--- config.mk ---
export PLATFORM = sky130hd
export DESIGN_NAME = frame_stream_ctrl
export DESIGN_NICKNAME = d
export VERILOG_FILES = /design/src/rtl/frame_stream_ctrl.sv
export SDC_FILE = /design/constraint.sdc
export NUM_CORES = 1
export LEC_CHECK = 0
export ABC_AREA = 1
export CAP_MARGIN = 20
export CORE_UTILIZATION = 58
export CTS_CLUSTER_DIAMETER = 80
export DETAILED_ROUTE_END_ITERATION = 10
export PLACE_DENSITY = 0.95
export SYNTH_ARGS = -nofsm -noshare
export SYNTH_HDL_FRONTEND = slang
export SYNTH_SLANG_ARGS = --single-unit
--- constraint.sdc ---
create_clock -name clk -period 2.8 [get_ports clk]
set_clock_uncertainty 0.1 [all_clocks]
set_input_delay 0.56 -clock clk [delete_from_list [all_inputs] [get_ports clk]]
set_output_delay 0.56 -clock clk [all_outputs]
set_load 0.01 [all_outputs]
--- src/rtl/frame_stream_ctrl.sv ---
// frame_stream_ctrl
//   Turns the frame_counter raster generator into a flow-controlled
//   pixel-coordinate stream. It sequences start/stop/abort commands, inserts
//   a programmable blanking gap between frames, and counts completed frames.
//
// Ports
//   clk, reset_n         single clock, asynchronous active-low reset
//   start, stop, abort   single-cycle command pulses
//   single               1 = one frame per start, 0 = continuous
//   pix_valid/pix_ready  downstream valid/ready handshake
//   pix_x, pix_y         current coordinate
//   pix_sof/eol/eof      beat is (0,0) / last pixel of line / last of frame
//   busy                 controller not idle
//   frame_done           one-cycle pulse after the eof beat transfers
//   frame_count          completed frames since reset (wraps)

// frame_counter
//   Raster counter. hcount runs 0..HMAX-1, vcount advances on the line wrap
//   and runs 0..VMAX-1. sync_clr has priority over inc.
//
// Ports
//   clk, reset           clock, asynchronous active-high reset
//   inc                  advance one pixel
//   sync_clr             synchronous clear to (0,0)
//   hcount, vcount       current coordinate
module frame_counter #(
    parameter int HMAX         = 640,
    parameter int VMAX         = 480,
    parameter int COUNTER_BITS = 32
) (
    input  logic                    clk,
    input  logic                    reset,
    input  logic                    inc,
    input  logic                    sync_clr,
    output logic [COUNTER_BITS-1:0] hcount,
    output logic [COUNTER_BITS-1:0] vcount
);

    localparam logic [COUNTER_BITS-1:0] H_LAST = COUNTER_BITS'(HMAX - 1);
    localparam logic [COUNTER_BITS-1:0] V_LAST = COUNTER_BITS'(VMAX - 1);

    always_ff @(posedge clk or posedge reset) begin
        if (reset) begin
            hcount <= '0;
            vcount <= '0;
        end else if (sync_clr) begin
            hcount <= '0;
            vcount <= '0;
        end else if (inc) begin
            if (hcount == H_LAST) begin
                hcount <= '0;
                if (vcount == V_LAST) begin
                    vcount <= '0;
                end else begin
                    vcount <= vcount + COUNTER_BITS'(1);
                end
            end else begin
                hcount <= hcount + COUNTER_BITS'(1);
            end
        end
    end

endmodule

// State table
//   state    | meaning
//   S_IDLE   | not streaming, waiting for start
//   S_CLEAR  | one cycle clearing the raster counter
//   S_ACTIVE | presenting beats (pix_valid = 1)
//   S_GAP    | blanking between frames in continuous mode
module frame_stream_ctrl #(
    parameter int HMAX         = 640,
    parameter int VMAX         = 480,
    parameter int COUNTER_BITS = 32,
    parameter int GAP_CYCLES   = 16
) (
    input  logic                    clk,
    input  logic                    reset_n,
    input  logic                    start,
    input  logic                    stop,
    input  logic                    abort,
    input  logic                    single,
    output logic                    pix_valid,
    input  logic                    pix_ready,
    output logic [COUNTER_BITS-1:0] pix_x,
    output logic [COUNTER_BITS-1:0] pix_y,
    output logic                    pix_sof,
    output logic                    pix_eol,
    output logic                    pix_eof,
    output logic                    busy,
    output logic                    frame_done,
    output logic [15:0]             frame_count
);

    typedef enum logic [1:0] {
        S_IDLE   = 2'd0,
        S_CLEAR  = 2'd1,
        S_ACTIVE = 2'd2,
        S_GAP    = 2'd3
    } state_t;

    localparam int GAP_W = (GAP_CYCLES > 1) ? $clog2(GAP_CYCLES) : 1;
    localparam logic [GAP_W-1:0] GAP_LOAD =
        (GAP_CYCLES > 0) ? GAP_W'(GAP_CYCLES - 1) : '0;
    localparam logic [COUNTER_BITS-1:0] H_LAST = COUNTER_BITS'(HMAX - 1);
    localparam logic [COUNTER_BITS-1:0] V_LAST = COUNTER_BITS'(VMAX - 1);

    state_t           state, state_nxt;
    logic             stop_pending, stop_pending_nxt;
    logic [GAP_W-1:0] gap_cnt, gap_cnt_nxt;
    logic             done_nxt;
    logic             sync_clr;
    logic             inc;
    logic             eof_xfer;

    frame_counter #(
        .HMAX        (HMAX),
        .VMAX        (VMAX),
        .COUNTER_BITS(COUNTER_BITS)
    ) u_frame_counter (
        .clk     (clk),
        .reset   (~reset_n),
        .inc     (inc),
        .sync_clr(sync_clr),
        .hcount  (pix_x),
        .vcount  (pix_y)
    );

    assign pix_valid = (state == S_ACTIVE);
    assign busy      = (state != S_IDLE);
    assign inc       = pix_valid & pix_ready;
    assign pix_sof   = (pix_x == '0) && (pix_y == '0);
    assign pix_eol   = (pix_x == H_LAST);
    assign pix_eof   = pix_eol && (pix_y == V_LAST);
    assign eof_xfer  = inc & pix_eof;

    always_ff @(posedge clk or negedge reset_n) begin
        if (!reset_n) begin
            state        <= S_IDLE;
            stop_pending <= 1'b0;
            gap_cnt      <= '0;
            frame_done   <= 1'b0;
            frame_count  <= '0;
        end else begin
            state        <= state_nxt;
            stop_pending <= stop_pending_nxt;
            gap_cnt      <= gap_cnt_nxt;
            frame_done   <= done_nxt;
            if (done_nxt) begin
                frame_count <= frame_count + 16'd1;
            end
        end
    end

    always_comb begin
        state_nxt        = state;
        stop_pending_nxt = stop_pending;
        gap_cnt_nxt      = gap_cnt;
        done_nxt         = 1'b0;
        sync_clr         = 1'b0;

        case (state)
            S_IDLE: begin
                if (start && !stop && !abort) begin
                    state_nxt = S_CLEAR;
                end
            end
            S_CLEAR: begin
                sync_clr = 1'b1;
                if (stop) begin
                    stop_pending_nxt = 1'b1;
                end
                state_nxt = S_ACTIVE;
            end
            S_ACTIVE: begin
                if (stop) begin
                    stop_pending_nxt = 1'b1;
                end
                if (eof_xfer) begin
                    done_nxt = 1'b1;
                    // A stop landing on the eof beat itself still ends here.
                    if (stop_pending || stop || single) begin
                        state_nxt = S_IDLE;
                    end else if (GAP_CYCLES == 0) begin
                        state_nxt = S_ACTIVE;
                    end else begin
                        state_nxt   = S_GAP;
                        gap_cnt_nxt = GAP_LOAD;
                    end
                end
            end
            S_GAP: begin
                if (stop) begin
                    state_nxt = S_IDLE;
                end else if (gap_cnt == '0) begin
                    state_nxt = S_ACTIVE;
                end else begin
                    gap_cnt_nxt = gap_cnt - 1'b1;
                end
            end
            default: state_nxt = S_IDLE;
        endcase

        // Abort overrides everything, including an eof transfer this cycle.
        if (abort && (state != S_IDLE)) begin
            state_nxt = S_IDLE;
            sync_clr  = 1'b1;
            done_nxt  = 1'b0;
        end

        if (state_nxt == S_IDLE) begin
            stop_pending_nxt = 1'b0;
        end
    end

endmodule

* Yosys cells after proc, flatten, opt, wreduce, memory -nomap -nowiden
Cells that the tools add are included.
Storage, ports and cells: output and inout port bits 86, logic and storage cells 73, flip-flop bits (word level) 88
Operators by class: bitwise logic cells 2, reduce and logical (&&, ||, !) cells 24, add/sub/neg operators 4, muxes and demuxes 27, equality and inequality tests 9
Operators by type and width (number):
- 32-bit 2-to-1 mux | 7
- 32-bit by 1-bit adder with 32-bit output (second input constant) | 2
- 32-bit logical NOT | 2
- 32-bit by 10-bit equality test with 1-bit output (second input constant) | 1
- 32-bit by 9-bit equality test with 1-bit output (second input constant) | 1
- 16-bit by 1-bit adder with 16-bit output (second input constant) | 1
- 4-bit 2-to-1 mux | 4
- 2-bit 2-to-1 mux | 6
- 2-bit nonzero test | 6
- 1-bit 2-to-1 mux | 8
- 2-bit case mux with 4 select lines | 1
- 4-bit case mux with 2 select lines | 1
- 2-bit inequality test (second input constant) | 3
- 1-bit logical AND | 5
- 5-bit AND reduction | 1
- 2-bit equality test (second input constant) | 2
- 2-bit logical NOT | 2
- 4-bit logical NOT | 1
- 2-bit AND reduction | 2
- 4-bit by 1-bit subtractor with 4-bit output (second input constant) | 1
- 1-bit bitwise AND | 2
- 2-bit by 1-bit equality test with 1-bit output (second input constant) | 1
- 1-bit logical NOT | 2
- 1-bit logical OR | 2
- 2 further kinds | 2

* Depth between registers and ports, before layout
depth after elaboration 9, mapped depth 14

* By module
From an unflattened synthesis, not the netlist that was laid out.
Unflattened totals: cell total of the unflattened synthesis 1019, area total of the unflattened synthesis 6349.8 sq um
Modules (own cells, without submodules):
- frame_counter | area an instance 4550.6 sq um, cells each 762, times used 1
- frame_stream_ctrl | area an instance 1799.2 sq um, cells each 257, times used 1

* Worst setup path before layout
No wires, ideal clock.
path kind flip-flop to flip-flop, start register u_frame_counter.vcount[0], end register frame_count[9], path buffers 0, period minus slack after synthesis 2.019 ns, data arrival time 1.798 ns, stages on the path, launching flop included 13, path slack 0.781 ns, path through dfrtp_1 ha_1 nand3_1 nor2_1 nand2_1 nor2_4 nand3_4 nor2_8 nand2_4 nor2_4 nand2_2 o21ai_1 nand2_1
On the way: cells in the longest elaborated chain, start to end 6
RTL lines:
- start: declaration | RTL line 36 | output logic [COUNTER_BITS-1:0] vcount
- start signal: assignment | RTL line 55 | vcount <= vcount + COUNTER_BITS'(1);
- 32-bit by 9-bit equality test with 1-bit output | RTL line 134 | assign pix_eof = pix_eol && (pix_y == V_LAST);
- 1-bit logical AND | RTL line 134
- 1-bit bitwise AND | RTL line 135 | assign eof_xfer = inc & pix_eof;
- 1-bit 2-to-1 mux | RTL line 179 | if (eof_xfer) begin
- 1-bit 2-to-1 mux | RTL line 162 | case (state)
- 1-bit 2-to-1 mux | RTL line 205 | if (abort && (state != S_IDLE)) begin
- via done_nxt | RTL line 111 | logic done_nxt;
- end signal: assignment | RTL line 150 | frame_count <= frame_count + 16'd1;
- end: declaration | RTL line 92 | output logic [15:0] frame_count
The timed path passes the listed nets, and every way through them passes these cells. A chain may end at the register's enable or synchronous reset.

* Worst setup path after layout
start register u_frame_counter.hcount[30], end output pix_eol
On the way: cells in the longest elaborated chain, start to end 1
RTL lines:
- start: declaration | RTL line 35 | output logic [COUNTER_BITS-1:0] hcount,
- start signal: assignment | RTL line 58 | hcount <= hcount + COUNTER_BITS'(1);
- 32-bit by 10-bit equality test with 1-bit output | RTL line 133 | assign pix_eol = (pix_x == H_LAST);
- end: declaration | RTL line 88 | output logic pix_eol,
No other way between the ends.

==> flow_summary.rst <==
.. list-table::
   :header-rows: 1

   * - Metric
     - Value
   * - Placed standard-cell area
     - 6620 um2
   * - Leak pwr
     - 2.98 nW
   * - Yosys Warn Count
     - 0
   * - Area share of the leading cell type in the synthesized netlist
     - 39.9%
   * - Number of clock sinks seen by CTS
     - 88
   * - Area of the mapped netlist
     - 5520 um2
   * - WL final
     - 15.4 mm
   * - Required time at the worst-slack endpoint
     - 2.14 ns
   * - Drt wl/cell
     - 16.0 um
   * - Largest cells by area after synthesis
     - sky130_fd_sc_hd__dfrtp_1 40%, sky130_fd_sc_hd__nand2_1 9.1%, sky130_fd_sc_hd__nor2_1 6.3%, sky130_fd_sc_hd__xor2_1 5.9%, sky130_fd_sc_hd__inv_1 5.8%
   * - Effective utilization at floorplan
     - 59.7%
   * - Utilization after layout
     - 75.5%
   * - Average size of a mapped cell
     - 7.66 um2
   * - Synthesis-to-layout area growth
     - 26.5%
   * - Number of register bits inferred by synthesis
     - 88
   * - Number of pins exceeding their max-slew limit in the final report
     - 0
   * - RR Startpoint
     - state[0]
   * - Root Buffer
     - sky130_fd_sc_hd__clkbuf_8
   * - Sequential cell area
     - 2210 um2
   * - Slowest cell delay on critical path
     - 0.56 ns
   * - Number of hold buffers added after cts
     - 0
   * - Number of buffers created by CTS
     - 9
   * - Yosys cell types
     - 41
   * - Leftover overflow at the end of global routing
     - 0
   * - Residual DRC count
     - 0
   * - Placement row count
     - 35
   * - Worst-Skew Late Latency
     - 0.37 ns
   * - Sequential-to-total area share from yosys stat
     - 39.9%
   * - Worst slew margin relative to its limit
     - 60.0%
   * - HPWL reported at the end of detailed placement
     - 11.2 mm
   * - Most area-hungry cell type in the Yosys netlist
     - sky130_fd_sc_hd__dfrtp_1
   * - Iteration-0 DRC count of the detailed router
     - 535
   * - Number of levels in the clock H-tree
     - 3
   * - Final Critical Period
     - 2.69 ns
   * - Clk slew on worst S/H paths
     - 0.10 ns
   * - Crit path arrival time
     - 2.03 ns
   * - Total Die Area
     - 9910 um2
   * - Maximum operating frequency
     - 372 MHz
   * - Run status
     - completed
   * - Sum Neg Setup Slack
     - 0 ns
   * - Cell breakdown of the critical path
     - nor2_1 > nand2_1 > nor2_1 > nand2_2 > nor2_4 > clkdlybuf4s50_1
   * - Setup crit start
     - u_frame_counter.hcount[30]
   * - Setup slack after placement
     - 0.172 ns
   * - # diodes
     - 0
   * - Unrepaired setup endpoints after global routing
     - false
   * - Die width
     - 99.6 um
   * - Final weighted congestion in routability-driven placement
     - 0.956
   * - Via density
     - 5.90
   * - Hold WC Path Type
     - in -> async
   * - Final Power
     - 3.77 mW
   * - Fin crit share
     - 95.9%
   * - # nets final
     - 846
   * - Area of all placed cells without fillers
     - 6980 um2
   * - Share of layout cells above drive strength 1
     - 11.9%
   * - Final setup margin
     - 0.114 ns
   * - Count of TritonRoute iterations in the first routing pass
     - 6
   * - Pin slew with the least headroom to its limit
     - 0.600 ns
   * - Die outline height
     - 99.6 um
   * - Number of instances in the synthesized netlist
     - 721
   * - Pin count of the biggest net entering global routing
     - 46
   * - Max Cap Viol
     - 0
   * - Sort of element at the start of the critical path
     - flop
   * - Core box area
     - 9240 um2
   * - Number of antenna violations at the first check in global routing
     - 0
   * - IO buf count
     - 92
   * - Via count of the first global-routing pass
     - 5340
   * - Total routing usage reported by global routing
     - 31.6%
   * - Synthesized Nets
     - 737
   * - Layout filler cell count
     - 605
   * - Number of I/O pins
     - 93
   * - CTS tree
     - built
   * - Maximum resistive drop on vdd
     - 0.518 mV
   * - Routed Antenna Nets
     - 0
   * - Highest-delay cell along the critical path
     - sky130_fd_sc_hd__clkdlybuf4s50_1
   * - Type of the setup path with the least slack
     - reg -> out
   * - Area used by multi-input combinational logic
     - 2950 um2
   * - Power density over the cells
     - 540 nW/um2
   * - CP Max Fanout
     - 5
   * - First-pass GRT wire length
     - 25.0 mm
   * - Most Frequent Cell on Critical Path
     - sky130_fd_sc_hd__nor2_1
   * - Category of the worst setup path capture point
     - primary output
   * - Setup violation total in the final timing report
     - 0
   * - Maximum number of buffers from clock root to sink
     - 2
   * - Hold Violations, Final
     - 0
   * - Via count of the routed design
     - 5689
-- through the flow --
stage | hold WS, ns | std cells
after floorplan | 0.164 | 721
after global placement | 0.369 | 940
after detailed placement | 0.407 | 940
after CTS | 0.104 | 960
after global routing | 0.123 | 964
final | 0.0834 | 964
-- sequential cells by signal, summed over array words and instances, names as in the netlist --
register / cells
state: 2
u_frame_counter.vcount: 32
u_frame_counter.hcount: 32
frame_count: 16
stop_pending: 1
frame_done: 1
gap_cnt: 4
-- per-layer routing --
metal	GRT usage (%)	part of all wire, %
met5	0	0
met4	17.3	4.6
met3	5.62	7.3
met2	50.5	48
met1	40.8	40
-- layout by cell type (no fill, tap or decap), types with 30 or more instances in the layout --
cell type,instances
sky130_fd_sc_hd__nand4_1,30
sky130_fd_sc_hd__inv_1,86
sky130_fd_sc_hd__nand3_1,40
sky130_fd_sc_hd__clkdlybuf4s50_1,89
sky130_fd_sc_hd__nor3_1,46
sky130_fd_sc_hd__dfrtp_1,78
sky130_fd_sc_hd__xor2_1,37
sky130_fd_sc_hd__o21ai_0,32
sky130_fd_sc_hd__nor2_1,90
sky130_fd_sc_hd__nand2_1,133
-- worst paths after layout --
kind	endpoint	cells after the start	slack, ns
max	pix_eol	6	0.11
min	u_frame_counter.hcount[2]	1	0.08
max reg2reg	u_frame_counter.hcount[18]	10	0.43
min reg2reg	frame_count[8]	1	0.42
max in group asynchronous	u_frame_counter.vcount[19]	2	1.84
min in group clk	frame_count[8]	1	0.42
-- power breakdown --
| part | internal [mW] | switching, mW |
|---|---|---|
| Sequential | 1.34 | 0.0828 |
| Clock | 0.508 | 0.490 |
| Combinational | 0.432 | 0.909 |
-- cell usage after synthesis, drive strengths merged --
cell type,count
nand2,139
nor2,111
inv,90
dfrtp,88
nor3,54
nand3,46
xor2,37
o21ai,34
nand4,30
a21oi,23
buf,13
ha,9
nor4,9
a31oi,6
xnor2,6
o31ai,5
nor3b,4
o22ai,4
a211oi,2
mux2,2
o211a,2
o21a,2
and2,1
clkbuf,1
clkinv,1
o211ai,1
or2,1
-- worst max-delay path: cells and delay by family (launching register included) --
kind                   cells  cell delay, ns
AND/OR/NAND/NOR            5            0.64
buffers and inverters      1            0.56
flip-flops                 1            0.46
-- layout make-up --
cell class,count,area share [%]
clock buffer,10,1.83
clock inverter,6,1.34
inverter,91,4.97
multi-input combinational,528,42.2
sequential,88,31.7
tap,129,2.31
timing repair buffer,112,15.6
-- kinds of logic (layout without fill, tap and decap cells) --
group           Yosys count  after routing  synth area share, %
xor+xnor                 43             43                 6.82
flops                    88             88                 39.9
compound gates           79             79                 8.23
mux                       2              2                0.408
simple gates            395            395                 34.6
buf+inv                 105            219                 8.00
fa+ha+maj                 9              9                 2.04
-- repair_timing --
action / CTS / global route
gates resized for setup: 6 / 22
setup endpoints to repair: 2 / 3
pin swaps: 2 / 2
buffers inserted: 4 / 4
Note: power is estimated with default switching activity, not from simulation.
